$ cat config.mk
export PLATFORM = sky130hd
export DESIGN_NAME = forwarding_scoreboard
export DESIGN_NICKNAME = d
export VERILOG_FILES = /design/src/rtl/forwarding_pkg.sv /design/src/rtl/fwd_operand_lookup.sv /design/src/rtl/forwarding_scoreboard.sv
export SDC_FILE = /design/constraint.sdc
export NUM_CORES = 1
export LEC_CHECK = 0
export ABC_AREA = 1
export ABC_CLOCK_PERIOD_IN_PS = 4500
export BUFFER_PORTS_ARGS = -buffer_cell sky130_fd_sc_hd__buf_2
export CAP_MARGIN = 20
export CORE_ASPECT_RATIO = 0.5
export CORE_MARGIN = 2
export CORE_UTILIZATION = 61
export CTS_BUF_LIST = sky130_fd_sc_hd__clkbuf_16
export CTS_CLUSTER_SIZE = 8
export DETAILED_ROUTE_END_ITERATION = 10
export GPL_TIMING_DRIVEN = 0
export PLACE_DENSITY = 0.81
export SYNTH_ARGS = -nofsm -noshare
export SYNTH_HDL_FRONTEND = slang
export SYNTH_HIERARCHICAL = 1
export SYNTH_SLANG_ARGS = --single-unit
$ cat constraint.sdc
create_clock -name clk -period 4.5 [get_ports clk]
set_clock_uncertainty 0.2 [all_clocks]
set_input_delay 0.9 -clock clk [delete_from_list [all_inputs] [get_ports clk]]
set_output_delay 0.9 -clock clk [all_outputs]
set_load 0.01 [all_outputs]
$ cat src/rtl/forwarding_pkg.sv
// Shared types and helpers for the operand forwarding scoreboard.
//   fwd_entry_t : one in-flight register write {valid, rd, ready_stage}
//   STAGE_*     : forwarding stage indices (m1, m2, wb)
//   slot_idx()  : forwarding bus slot number for a (stage, pipe) pair
package forwarding_pkg;

  localparam int STAGE_M1  = 0;
  localparam int STAGE_M2  = 1;
  localparam int STAGE_WB  = 2;

  localparam int FWD_RD_W  = 5;
  localparam int FWD_RDY_W = 2;

  typedef struct packed {
    logic                 valid;
    logic [FWD_RD_W-1:0]  rd;
    logic [FWD_RDY_W-1:0] ready_stage;
  } fwd_entry_t;

  // Bus slots are numbered stage-major so all m1 producers come first.
  function automatic int slot_idx(input int stage, input int pipe, input int pipe_num);
    return stage * pipe_num + pipe;
  endfunction

endpackage

$ cat src/rtl/fwd_operand_lookup.sv
// Priority lookup of one source operand against every in-flight write.
// Ports:
//   i_rs, i_rs_used : source register and whether it is actually read
//   i_ent           : all entries flattened by slot_idx(stage, pipe)
//   o_hit           : operand is served from the forwarding bus
//   o_sel           : bus slot of the winning producer (0 when no hit)
//   o_not_ready     : youngest producer has not produced its result yet
module fwd_operand_lookup
  import forwarding_pkg::*;
#(
  parameter int PIPE_NUM   = 2,
  parameter int STAGE_NUM  = 3,
  parameter int REG_ADDR_W = 5,
  parameter int SEL_W      = 3
) (
  input  logic [REG_ADDR_W-1:0]              i_rs,
  input  logic                               i_rs_used,
  input  fwd_entry_t [PIPE_NUM*STAGE_NUM-1:0] i_ent,
  output logic                               o_hit,
  output logic [SEL_W-1:0]                   o_sel,
  output logic                               o_not_ready
);

  logic                 w_found;
  logic [1:0]           w_win_stage;
  logic [SEL_W-1:0]     w_win_slot;
  logic [FWD_RDY_W-1:0] w_win_rdy;
  logic                 w_ready;

  // Scan oldest to youngest so the last match written is the youngest:
  // stages descending (wb first), pipes ascending within a stage.
  always_comb begin
    w_found     = 1'b0;
    w_win_stage = '0;
    w_win_slot  = '0;
    w_win_rdy   = '0;
    for (int s = STAGE_NUM - 1; s >= 0; s--) begin
      for (int p = 0; p < PIPE_NUM; p++) begin
        if (i_rs_used && (i_rs != '0) &&
            i_ent[slot_idx(s, p, PIPE_NUM)].valid &&
            (i_ent[slot_idx(s, p, PIPE_NUM)].rd == i_rs)) begin
          w_found     = 1'b1;
          w_win_stage = 2'(s);
          w_win_slot  = SEL_W'(slot_idx(s, p, PIPE_NUM));
          w_win_rdy   = i_ent[slot_idx(s, p, PIPE_NUM)].ready_stage;
        end
      end
    end
  end

  assign w_ready     = (w_win_rdy <= w_win_stage);
  assign o_hit       = w_found && w_ready;
  assign o_not_ready = w_found && !w_ready;
  assign o_sel       = o_hit ? w_win_slot : '0;

endmodule

$ cat src/rtl/forwarding_scoreboard.sv
// Forwarding scoreboard for the dual-issue integer pipeline.
// Tracks in-flight register writes through m1/m2/wb, picks the forwarding
// bus slot for every issue-stage source operand and raises a stall when a
// producer is not yet forwardable or when a bundle reads its own result.
// Ports:
//   clk, rst_n           : clock, asynchronous active-low reset
//   advance_i            : pipeline steps this cycle
//   flush_i              : kill all in-flight entries (wins over everything)
//   issue_*_i            : issue bundle (valid, rd, ready stage, sources)
//   fwd_hit_o, fwd_sel_o : per-operand forwarding mux controls
//   stall_o              : issue stage must hold
module forwarding_scoreboard
  import forwarding_pkg::*;
#(
  parameter int PIPE_NUM     = 2,
  parameter int STAGE_NUM    = 3,
  parameter int REG_ADDR_W   = 5,
  parameter int SRC_PER_PIPE = 2,
  localparam int SLOT_NUM    = PIPE_NUM * STAGE_NUM,
  localparam int SEL_W       = $clog2(SLOT_NUM)
) (
  input  logic                                                   clk,
  input  logic                                                   rst_n,
  input  logic                                                   advance_i,
  input  logic                                                   flush_i,
  input  logic [PIPE_NUM-1:0]                                    issue_valid_i,
  input  logic [PIPE_NUM-1:0][REG_ADDR_W-1:0]                    issue_rd_i,
  input  logic [PIPE_NUM-1:0][1:0]                               issue_ready_stage_i,
  input  logic [PIPE_NUM-1:0][SRC_PER_PIPE-1:0][REG_ADDR_W-1:0]  issue_rs_i,
  input  logic [PIPE_NUM-1:0][SRC_PER_PIPE-1:0]                  issue_rs_used_i,
  output logic [PIPE_NUM-1:0][SRC_PER_PIPE-1:0]                  fwd_hit_o,
  output logic [PIPE_NUM-1:0][SRC_PER_PIPE-1:0][SEL_W-1:0]       fwd_sel_o,
  output logic                                                   stall_o
);

  fwd_entry_t                              r_ent [STAGE_NUM][PIPE_NUM];
  fwd_entry_t [SLOT_NUM-1:0]               w_ent_flat;
  logic [PIPE_NUM-1:0][SRC_PER_PIPE-1:0]   w_not_ready;
  logic                                    w_intra;

  always_comb begin
    w_ent_flat = '0;
    for (int s = 0; s < STAGE_NUM; s++) begin
      for (int p = 0; p < PIPE_NUM; p++) begin
        w_ent_flat[slot_idx(s, p, PIPE_NUM)] = r_ent[s][p];
      end
    end
  end

  for (genvar gp = 0; gp < PIPE_NUM; gp++) begin : g_pipe
    for (genvar gk = 0; gk < SRC_PER_PIPE; gk++) begin : g_src
      fwd_operand_lookup #(
        .PIPE_NUM   (PIPE_NUM),
        .STAGE_NUM  (STAGE_NUM),
        .REG_ADDR_W (REG_ADDR_W),
        .SEL_W      (SEL_W)
      ) u_lookup (
        .i_rs        (issue_rs_i[gp][gk]),
        .i_rs_used   (issue_rs_used_i[gp][gk]),
        .i_ent       (w_ent_flat),
        .o_hit       (fwd_hit_o[gp][gk]),
        .o_sel       (fwd_sel_o[gp][gk]),
        .o_not_ready (w_not_ready[gp][gk])
      );
    end
  end

  // An older slot in the same bundle has no forwarding path to a younger
  // slot, so a same-bundle read-after-write can only be resolved by stalling.
  always_comb begin
    w_intra = 1'b0;
    for (int q = 1; q < PIPE_NUM; q++) begin
      for (int k = 0; k < SRC_PER_PIPE; k++) begin
        for (int p = 0; p < q; p++) begin
          if (issue_valid_i[p] && (issue_rd_i[p] != '0) &&
              issue_rs_used_i[q][k] && (issue_rs_i[q][k] == issue_rd_i[p])) begin
            w_intra = 1'b1;
          end
        end
      end
    end
  end

  assign stall_o = (|issue_valid_i) && ((|w_not_ready) || w_intra);

  // A stalled advance still drains m1..wb but inserts a bubble into m1.
  always_ff @(posedge clk or negedge rst_n) begin
    if (!rst_n) begin
      for (int s = 0; s < STAGE_NUM; s++) begin
        for (int p = 0; p < PIPE_NUM; p++) begin
          r_ent[s][p] <= '0;
        end
      end
    end else if (flush_i) begin
      for (int s = 0; s < STAGE_NUM; s++) begin
        for (int p = 0; p < PIPE_NUM; p++) begin
          r_ent[s][p].valid <= 1'b0;
        end
      end
    end else if (advance_i) begin
      for (int s = 1; s < STAGE_NUM; s++) begin
        for (int p = 0; p < PIPE_NUM; p++) begin
          r_ent[s][p] <= r_ent[s-1][p];
        end
      end
      for (int p = 0; p < PIPE_NUM; p++) begin
        r_ent[0][p] <= {issue_valid_i[p] && (issue_rd_i[p] != '0) && !stall_o,
                        issue_rd_i[p], issue_ready_stage_i[p]};
      end
    end
  end

endmodule

==> reports/results.txt <==
Worst vdd ir -> 0.000197 V
YS warnings -> 6
Vias in the first global route -> 5352
Fin util -> 0.771
RSZ-0062 raised after global routing -> yes
# IOs -> 61
ANT cells -> 0
Crit path buf inv count -> 6
Max Freq -> 0.207 GHz
Sequential area share after synthesis -> 0.210
WP depth -> 20
Fin nets -> 1009
Synth cell types -> 37
Pre-Repair DR Iteration Count -> 5
Cell family with most CP delay -> simple AND/OR/NAND/NOR gates
Mapped Nets -> 923
Setup TNS -> -337 ps
Worst path max stage delay -> 470 ps
DR DRC count -> 0
Die area -> 10200 µm²
First-pass GRT wire length -> 26.9 mm
Count of pins over their slew limit -> 0
CP required -> 3400 ps
Placed cells -> 1039
Syn_area_per_cell -> 6.56 µm²
Reg2Reg Depth -> 19
Initial antenna violation count -> 0
CTS H-tree lvls -> 2
Failing checks -> setup timing
Post-synth EDFFs -> 0
IO buf count -> 51
CTS clk-pin slew, worst paths -> 70 ps
Total CTS buffers -> 5
Gr ovfl total -> 0
Largest register by flop count -> r_ent
Slowest-stage cell, CP -> nor4_4
Final-report setup violation count -> 1
Power Dens Cells -> 227 nW/µm²
Routability cong. -> 0.965
Synth area leaders -> dfrtp_1 (21%), nand2_1 (18%), inv_1 (7.6%)
Vias -> 5884
Largest net degree at the start of global routing -> 49
Status -> complete, but fails checks
Post-synth top area share -> 0.210
Post-Syn Area -> 5710 µm²
Tot Pwr -> 1.55 mW
CTS sink cnt -> 48
Most used flip-flop cell after synthesis -> dfrtp_1
Die Height -> 72.4 µm
Most frequent cell after synthesis -> nand2_1
Yosys reg bits -> 48
Multi-input logic area -> 3980 µm²
CP Launch Type -> input pin
Initial Util -> 0.643
CTS Buffer Depth -> 2
# rows -> 24
Worst-margin pin slew -> 614 ps
Async S/R FF share, synth -> 1.00
Max Cap Viol -> 0
Drt wl/cell -> 16.3 µm
Critical path endpoint category -> output pin
Fill count -> 649
Final min period -> 4840 ps
Largest regs -> r_ent (48)
Most frequent CP cell -> nand2_1
1st-iter DRT viols -> 599
Finished Layout Cells -> 1075
CTS tree -> yes
CP cell instances -> buf_8, buf_8, inv_4, nand2_1, nand4_1, nor3_4, nand2_2, or2_1, nand3_2, a21oi_2, ha_1, nand2_1, a22oi_2, inv_1, a21oi_2, nor4_4, nand2_1, nand2_2, inv_1, buf_2
CORE AREA -> 8890 µm²
Tightest Hold Check Type -> in -> async
Gate Count Post-Synth -> 871
Crit share post-route -> 1.07
Layout cells sized above 1 -> 0.287
Max FFs per register -> 48
Post-Route WL -> 17.5 mm
Total Routing Usage GR -> 0.340
Synth area leader -> dfrtp_1
Final setup margin -> -337 ps
Routed Antenna Nets -> 0
Area Growth Syn to Fin -> 19.9%
Crit Path Class -> in -> out
Critical path fanouts, max -> 7
Hpwl dp -> 12.6 mm
Worst EP arrival -> 3740 ps
Via density -> 5.47
CTS root buffer -> clkbuf_16
Final hold vios -> 0
Die Wd -> 141 µm
Register area -> 1200 µm²
Post-synth top cells -> nand2_1 (272), inv_1 (115), nor2_1 (75), o21ai_0 (50), dfrtp_1 (48)
# hold bufs at CTS -> 0
Clk_lat worst skew -> 290 ps
P_leak -> 3.45 nW
Normalized max-slew margin -> 0.591
-- cells in the final DEF (no fill, tap or decap), types with 6 or more instances in the layout --
master and instances:
nor2_1 66, nand3_1 26, o21ai_0 48, nand3_4 9
nand2_1 262, inv_2 20, buf_2 47, a21oi_2 10
xor2_1 46, nand4_1 7, buf_6 20, nand2_4 14
xnor2_2 7, xnor2_1 18, nor2_4 11, inv_1 115
buf_4 26, nand3_2 14, nand2_2 32, nor2_2 12
nor3_2 8, dfrtp_1 48, o21ai_1 6, a21oi_1 10
nor3_4 8
-- final cells by class --
type | instances | area share
plain buffers | 24 | 0.0329
clock buffers | 5 | 0.0183
clock inverters | 3 | 0.00219
inverters | 140 | 0.0796
multi-input cells | 655 | 0.581
flip-flops and latches | 48 | 0.175
well taps | 117 | 0.0214
repair buffers | 83 | 0.0895
-- cell families after synthesis --
group,count (synthesis),synth area share
adders and majority gates,8,0.0175
xor gates and xnor gates,75,0.119
muxes,1,0.00175
DFF,48,0.210
and+or+nand+nor,492,0.439
buffers and inverters,168,0.136
AOI/OAI and AO/OA,79,0.0762
-- what timing repair did --
item                       in CTS  in global routing
setup buffers                  15                 18
setup endpoints to repair       1                  9
gates resized for setup        26                 71
pin swaps                      18                 57
-- path summary, 6_finish.rpt --
| kind | startpoint | end | slack [ps] |
|---|---|---|---|
| min in group clk | r_ent[15] | r_ent[15] | 390 |
| max | issue_rs_i[18] | stall_o | -340 |
| max in group asynchronous | rst_n | r_ent[26] | 3180 |
| min reg2reg | r_ent[15] | r_ent[15] | 390 |
| min | rst_n | r_ent[40] | 380 |
| max reg2reg | r_ent[27] | r_ent[47] | 980 |
-- metal layers --
metal | track usage | part of all wire | vias up
li1 | - | - | 2824
met1 | 0.457 | 0.43 | 2678
met2 | 0.547 | 0.44 | 333
met3 | 0.104 | 0.11 | 49
met4 | 0.0733 | 0.020 | 0
met5 | 0 | 0 | -
-- per-stage QoR --
step / hold WS (ps) / setup WS (ps) / instance area [µm²]
2_1_floorplan: 283 / 521 / 5710
3_3_place_gp: 368 / -641 / 6120
3_5_place_dp: 381 / -664 / 6120
4_1_cts: 402 / -154 / 6470
5_1_grt: 404 / -538 / 6850
6_report: 376 / -337 / 6850
-- power breakdown --
group          internal, mW  switching, mW  leakage (nW)  total (mW)
clock network         0.202          0.164        0.0687       0.367
registers             0.491          0.151         0.614       0.642
logic                 0.225          0.320          2.77       0.545
No activity file was read; power rests on OpenSTA's default activity.
